[src/rtl/conv_window_mac_pkg.sv]
// Shared definitions for the convolution window MAC: data widths, tap count,
// and FSM state encoding.
package conv_window_mac_pkg;

  localparam int PIX_W  = 4;
  localparam int K_W    = 4;
  localparam int IMG_N  = 4;
  localparam int K_N    = 3;
  localparam int ACC_W  = 12;

  localparam int TAPS   = K_N * K_N;
  localparam int TAP_W  = 4;
  localparam int ADDR_W = 4;
  localparam int PROD_W = PIX_W + K_W + 1;

  typedef enum logic [1:0] {
    IDLE  = 2'd0,
    ACCUM = 2'd1,
    HOLD  = 2'd2
  } conv_state_e;

endpackage

[src/rtl/conv_window_mac_addr_gen.sv]
// Combinational tap decoder: maps window origin and tap number to the image
// read address and the kernel coefficient index. Out-of-range taps (>= 9)
// decode to address 0 / coefficient 0 with tap_ok low.
module conv_addr_gen
  import conv_window_mac_pkg::*;
(
  input  logic              org_r,
  input  logic              org_c,
  input  logic [TAP_W-1:0]  tap,
  output logic              tap_ok,
  output logic [ADDR_W-1:0] pix_addr,
  output logic [TAP_W-1:0]  k_sel
);

  logic [TAP_W-1:0] kr;
  logic [TAP_W-1:0] kc;
  logic [TAP_W-1:0] row;
  logic [TAP_W-1:0] col;

  // Split tap into kernel row/col and offset by the window origin
  always_comb begin
    tap_ok   = (tap < TAP_W'(TAPS));
    kr       = tap / TAP_W'(K_N);
    kc       = tap % TAP_W'(K_N);
    row      = TAP_W'(org_r) + kr;
    col      = TAP_W'(org_c) + kc;
    pix_addr = '0;
    k_sel    = '0;
    if (tap_ok) begin
      pix_addr = ADDR_W'(row * TAP_W'(IMG_N) + col);
      k_sel    = kr * TAP_W'(K_N) + kc;
    end
  end

endmodule

[src/rtl/conv_window_mac.sv]
// conv_window_mac: walks a 3x3 window of a 4x4 unsigned image and accumulates
// the signed product with a 3x3 signed kernel, one tap per cycle, then offers
// the sum over a valid/ready handshake.
// Optional build macro CONV_RELU_EN: clamp negative sums to zero on load.
module conv_window_mac
  import conv_window_mac_pkg::*;
(
  input  logic                   clk,
  input  logic                   reset,
  input  logic [1:0]             win_idx,
  input  logic                   start,
  output logic                   busy,
  output logic [ADDR_W-1:0]      pix_addr,
  input  logic [PIX_W-1:0]       pix_data,
  input  logic [K_N*K_N*K_W-1:0] kernel,
  output logic [ACC_W-1:0]       result,
  output logic                   result_valid,
  input  logic                   result_ready
);

  conv_state_e       state_q, state_d;
  logic              org_r_q, org_r_d;
  logic              org_c_q, org_c_d;
  logic [TAP_W-1:0]  tap_q, tap_d;
  logic [ACC_W-1:0]  acc_q, acc_d;
  logic [ACC_W-1:0]  result_q, result_d;
  logic              valid_q, valid_d;
  logic              busy_q, busy_d;

  logic              tap_ok;
  logic [ADDR_W-1:0] gen_addr;
  logic [TAP_W-1:0]  k_sel;

  logic signed [PIX_W:0]    pix_s;
  logic signed [K_W-1:0]    coef;
  logic signed [PROD_W-1:0] prod;
  logic [ACC_W-1:0]         prod_ext;
  logic [ACC_W-1:0]         acc_out;

  conv_addr_gen u_addr_gen (
    .org_r    (org_r_q),
    .org_c    (org_c_q),
    .tap      (tap_q),
    .tap_ok   (tap_ok),
    .pix_addr (gen_addr),
    .k_sel    (k_sel)
  );

  // Signed product of the current tap, sign-extended to accumulator width
  always_comb begin
    pix_s    = $signed({1'b0, pix_data});
    coef     = $signed(kernel[k_sel*K_W +: K_W]);
    prod     = pix_s * coef;
    prod_ext = {{(ACC_W-PROD_W){prod[PROD_W-1]}}, prod};
  end

  // Value presented to result at the end of a window
  always_comb begin
`ifdef CONV_RELU_EN
    acc_out = acc_q[ACC_W-1] ? '0 : acc_q;
`else
    acc_out = acc_q;
`endif
  end

  // Next-state logic. The extra ACCUM cycle with tap == 9 loads the result
  // from the completed accumulator, giving the 10-edge start-to-valid latency.
  always_comb begin
    state_d  = state_q;
    org_r_d  = org_r_q;
    org_c_d  = org_c_q;
    tap_d    = tap_q;
    acc_d    = acc_q;
    result_d = result_q;
    valid_d  = valid_q;
    busy_d   = busy_q;
    unique case (state_q)
      IDLE: begin
        if (start) begin
          org_r_d = win_idx[1];
          org_c_d = win_idx[0];
          acc_d   = '0;
          tap_d   = '0;
          busy_d  = 1'b1;
          state_d = ACCUM;
        end
      end
      ACCUM: begin
        if (tap_ok) begin
          acc_d = acc_q + prod_ext;
          tap_d = tap_q + 1'b1;
        end else begin
          result_d = acc_out;
          valid_d  = 1'b1;
          state_d  = HOLD;
        end
      end
      HOLD: begin
        if (result_ready) begin
          valid_d = 1'b0;
          busy_d  = 1'b0;
          state_d = IDLE;
        end
      end
      default: state_d = IDLE;
    endcase
  end

  // State and datapath registers with synchronous active-low reset
  always_ff @(posedge clk) begin
    if (!reset) begin
      state_q  <= IDLE;
      org_r_q  <= 1'b0;
      org_c_q  <= 1'b0;
      tap_q    <= '0;
      acc_q    <= '0;
      result_q <= '0;
      valid_q  <= 1'b0;
      busy_q   <= 1'b0;
    end else begin
      state_q  <= state_d;
      org_r_q  <= org_r_d;
      org_c_q  <= org_c_d;
      tap_q    <= tap_d;
      acc_q    <= acc_d;
      result_q <= result_d;
      valid_q  <= valid_d;
      busy_q   <= busy_d;
    end
  end

  assign pix_addr     = (state_q == ACCUM && tap_ok) ? gen_addr : '0;
  assign busy         = busy_q;
  assign result       = result_q;
  assign result_valid = valid_q;

endmodule

[config.mk]
export PLATFORM = sky130hd
export DESIGN_NAME = conv_window_mac
export DESIGN_NICKNAME = d
export VERILOG_FILES = /design/src/rtl/conv_window_mac_pkg.sv /design/src/rtl/conv_window_mac_addr_gen.sv /design/src/rtl/conv_window_mac.sv
export SDC_FILE = /design/constraint.sdc
export NUM_CORES = 1
export LEC_CHECK = 0
export CAP_MARGIN = 20
export CORE_UTILIZATION = 48
export DETAILED_ROUTE_END_ITERATION = 8
export HOLD_SLACK_MARGIN = 0.06
export PLACE_DENSITY_LB_ADDON = 0.3
export SLEW_MARGIN = 20
export SYNTH_ARGS = -nofsm -noshare
export SYNTH_HDL_FRONTEND = slang
export SYNTH_SLANG_ARGS = --single-unit
[constraint.sdc]
create_clock -name clk -period 8.18 [get_ports clk]
set_clock_uncertainty 0.2 [all_clocks]
set_input_delay 1.636 -clock clk [delete_from_list [all_inputs] [get_ports clk]]
set_output_delay 1.636 -clock clk [all_outputs]
set_load 0.01 [all_outputs]
==> impl_metrics.csv <==
group,metric,value,unit
grt,grt_pass1_vias,3530,
floorplanning,core_area,0.00649,mm²
clock_network,cts_root_buffer,"clkbuf_8",
floorplanning,die_area,0.00725,mm²
synth,synth-xor-area-share,4.49,%
synth,synthTopCellsByCount,"nand2_1, ha_1, a21oi_1",
setup_path,critPathArrivalTime,8370,ps
route,vias_per_cell,5.85,
timing,slew-limit-headroom,39.3,%
clock_network,clockBufferDepth,2,
setup_path,critPathMaxFanout,5,
setup_path,crit_path_top_delay_cell,"fa_2",
route,drt-initial-drc-count,189,
synth,seq_area_frac_synth,20.5,%
synth,synth_top_area_share,20.5,%
timing,rsz0062_at_grt,"true",
timing,tightestPinTransition,906,ps
finish,final_cells,605,
synth,syn_nets,514,
synth,synth_cell_type_count,62,
grt,grt_max_degree,27,
min_path,hold_path.class,"reg -> reg",
timing,setup_slack,-194,ps
route,drc,0,
timing,tns,-306,ps
route,vias,3540,
setup_path,cpMostUsedCell,"fa_1",
synth,yosysMostFrequentCell,"nand2_1",
timing,max_freq,119,MHz
synth,synth_area_leaders,"dfxtp_1, ha_1, nand2_1, a21oi_1, fa_1",
finish,area_growth,45.7,%
power_and_ir_drop,seq_power_share,25.2,%
clock_network,cts_buffers,5,
synth,synth_top_cell_by_area,"dfxtp_1",
placement,place_hpwl,6.68,mm
synth,synth_flop_cell,"dfxtp_1",
setup_path,crit_type,"reg -> reg",
placement,portBuffers,63,
synth,synthCells,420,
power_and_ir_drop,clkPwrFrac,24.9,%
grt,overflow,0,
timing,timing.final.crit_period,8370,ps
power_and_ir_drop,intPower,0.483,mW
floorplanning,initial_core_util,51.1,%
setup_path,crit_required,8170,ps
synth,syn_avg_cell_area,7.90,µm²
power_and_ir_drop,sw_frac_of_total,35.5,%
finish,drive_gt1_share,23.9,%
clock_network,insertion_delay,300,ps
timing,hold_viol_final,0,
setup_path,crit_path_end_kind,"flop",
job,maxCapViolations,0,
floorplanning,placementRows,29,
placement,pre_cts_slack,-181,ps
placement,dp_cells,574,
setup_path,slowest_delay,620,ps
synth,synth_mux_area_share,5.24,%
grt,grt_first_pass_wirelength,15.8,mm
outcome,status,"complete, but fails checks",
power_and_ir_drop,power.switching,0.266,mW
timing,setup_viol,2,
synth,synth-compound-area-share,20.2,%
route,dr.pass1.iters,5,
power_and_ir_drop,power_frac_comb,49.9,%
route,ant_nets,0,
placement,gp_congestion,0.929,
finish,insertedDiodeCount,0,
floorplanning,die_y,85.1,µm
synth,async_flop_share,0,%
grt,grt_usage,27.0,%
clock_network,cts.sink_count,34,
finish,fin_nets,621,
outcome,violations,"negative setup slack",
synth,synthAdderAreaFrac,20.1,%
clock_network,tritoncts,"built",
synth,synth_edf_count,0,
synth,synth_area,0.00332,mm²
power_and_ir_drop,leakage,2.07,nW
clock_network,cts_hold_buf,0,
clock_network,htree_levels,2,
route,routedWlPerCell,16.4,µm
power_and_ir_drop,ir_drop,0.000152,V
floorplanning,die_x,85.1,µm
setup_path,cp-start-kind,"flop",
timing,fin_crit_sh,102,%
synth,synth_top_family_by_area,"simple AND/OR/NAND/NOR gates",
grt,antenna_found_initial,0,
power_and_ir_drop,power_density,155,mW/mm²
synth,yosysWarnings,0,
floorplanning,ioPinCount,64,
synth,synth-simple-area-share,23.7,%
synth,ys_ff_latch,34,
route,wirelength,9.91,mm
timing,maxSlewViolCount,0,
clock_network,clk_pin_slew,80,ps
-- path summary, 6_finish.rpt --
| kind | slack (ps) | depth (start not counted) | startpoint | to |
|---|---|---|---|---|
| max | -190 | 41 | tap_q[3] | acc_out[11] |
| min | 260 | 2 | result[9] | result[9] |
| max reg2reg | -190 | 41 | tap_q[3] | acc_out[11] |
| min reg2reg | 260 | 2 | result[9] | result[9] |
-- flip-flops by register name, indices dropped and copies added, names as in the netlist --
register,count
org_c_q,1
tap_q,4
state_q,2
org_r_q,1
acc_out,12
result,12
busy,1
result_valid,1
-- timing repair --
item / 4_1_cts / 5_1_grt
cloned: 0 / 0
resized for setup: 20 / 42
endpoints found under the setup margin: 4 / 6
setup buffers: 14 / 9
pin swaps: 24 / 27
-- placed cells by master (no fill, tap or decap), drive strengths merged, types with 9 or more instances in the layout --
master | netlist | final
nand3 | 16 | 16
xnor2 | 11 | 11
nand2 | 63 | 63
clkdlybuf4s50 | 0 | 63
ha | 39 | 39
dfxtp | 34 | 34
fa | 9 | 9
buf | 0 | 52
nor2 | 32 | 32
a21oi | 36 | 36
mux2i | 14 | 14
and2 | 9 | 9
o21ai | 10 | 10
inv | 34 | 34
-- critical path, delay by kind of cell, from the launching register on --
family / cells / cell delay (ps)
compound gates: 12 / 2080
xor+xnor: 2 / 250
fa+ha+maj: 10 / 3720
simple gates: 9 / 1080
buf+inv: 8 / 620
flops: 1 / 330
-- power by group through the flow --
stage | combinational, mW | sequential [mW] | clock (mW)
5_1_grt | 0.409 | 0.190 | 0.196
2_1_floorplan | 0.213 | 0.189 | 0
4_1_cts | 0.320 | 0.188 | 0.190
6_report | 0.374 | 0.189 | 0.187
3_3_place_gp | 0.293 | 0.191 | 0
3_5_place_dp | 0.299 | 0.191 | 0
-- through the flow --
step / cell area [µm²] / util (%) / power (mW) / hold WS, ps
after global routing: 4830 / 74.4 / 0.795 / 282
after detailed placement: 4270 / 65.7 / 0.490 / 249
after global placement: 4270 / 65.7 / 0.484 / 245
after floorplan: 3390 / - / 0.402 / 249
final: 4830 / 74.4 / 0.750 / 255
after CTS: 4600 / 70.8 / 0.697 / 259
-- routing by layer --
metal  wire length (µm)  GRT usage, %
met3                557          4.38
met4                218          8.94
met5                  0             0
met1               3900          31.2
met2               5240          50.5
-- layout make-up --
type | count | area, µm²
clock inverters | 3 | 68.8
multi-input cells | 336 | 2740
flip-flops and latches | 34 | 684
clock buffers | 5 | 68.8
well taps | 77 | 96.3
inverters | 35 | 134
fillers | 460 | 1660
repair buffers | 115 | 1040
-- kinds of logic (layout without fill, tap and decap cells) --
| kind of cell | count (synthesis) | after routing |
|---|---|---|
| flops | 34 | 34 |
| mux | 16 | 16 |
| compound gates | 96 | 96 |
| simple gates | 159 | 159 |
| xor+xnor | 17 | 17 |
| buf+inv | 50 | 158 |
| fa+ha+maj | 48 | 48 |
No activity file was read; power rests on OpenSTA's default activity.
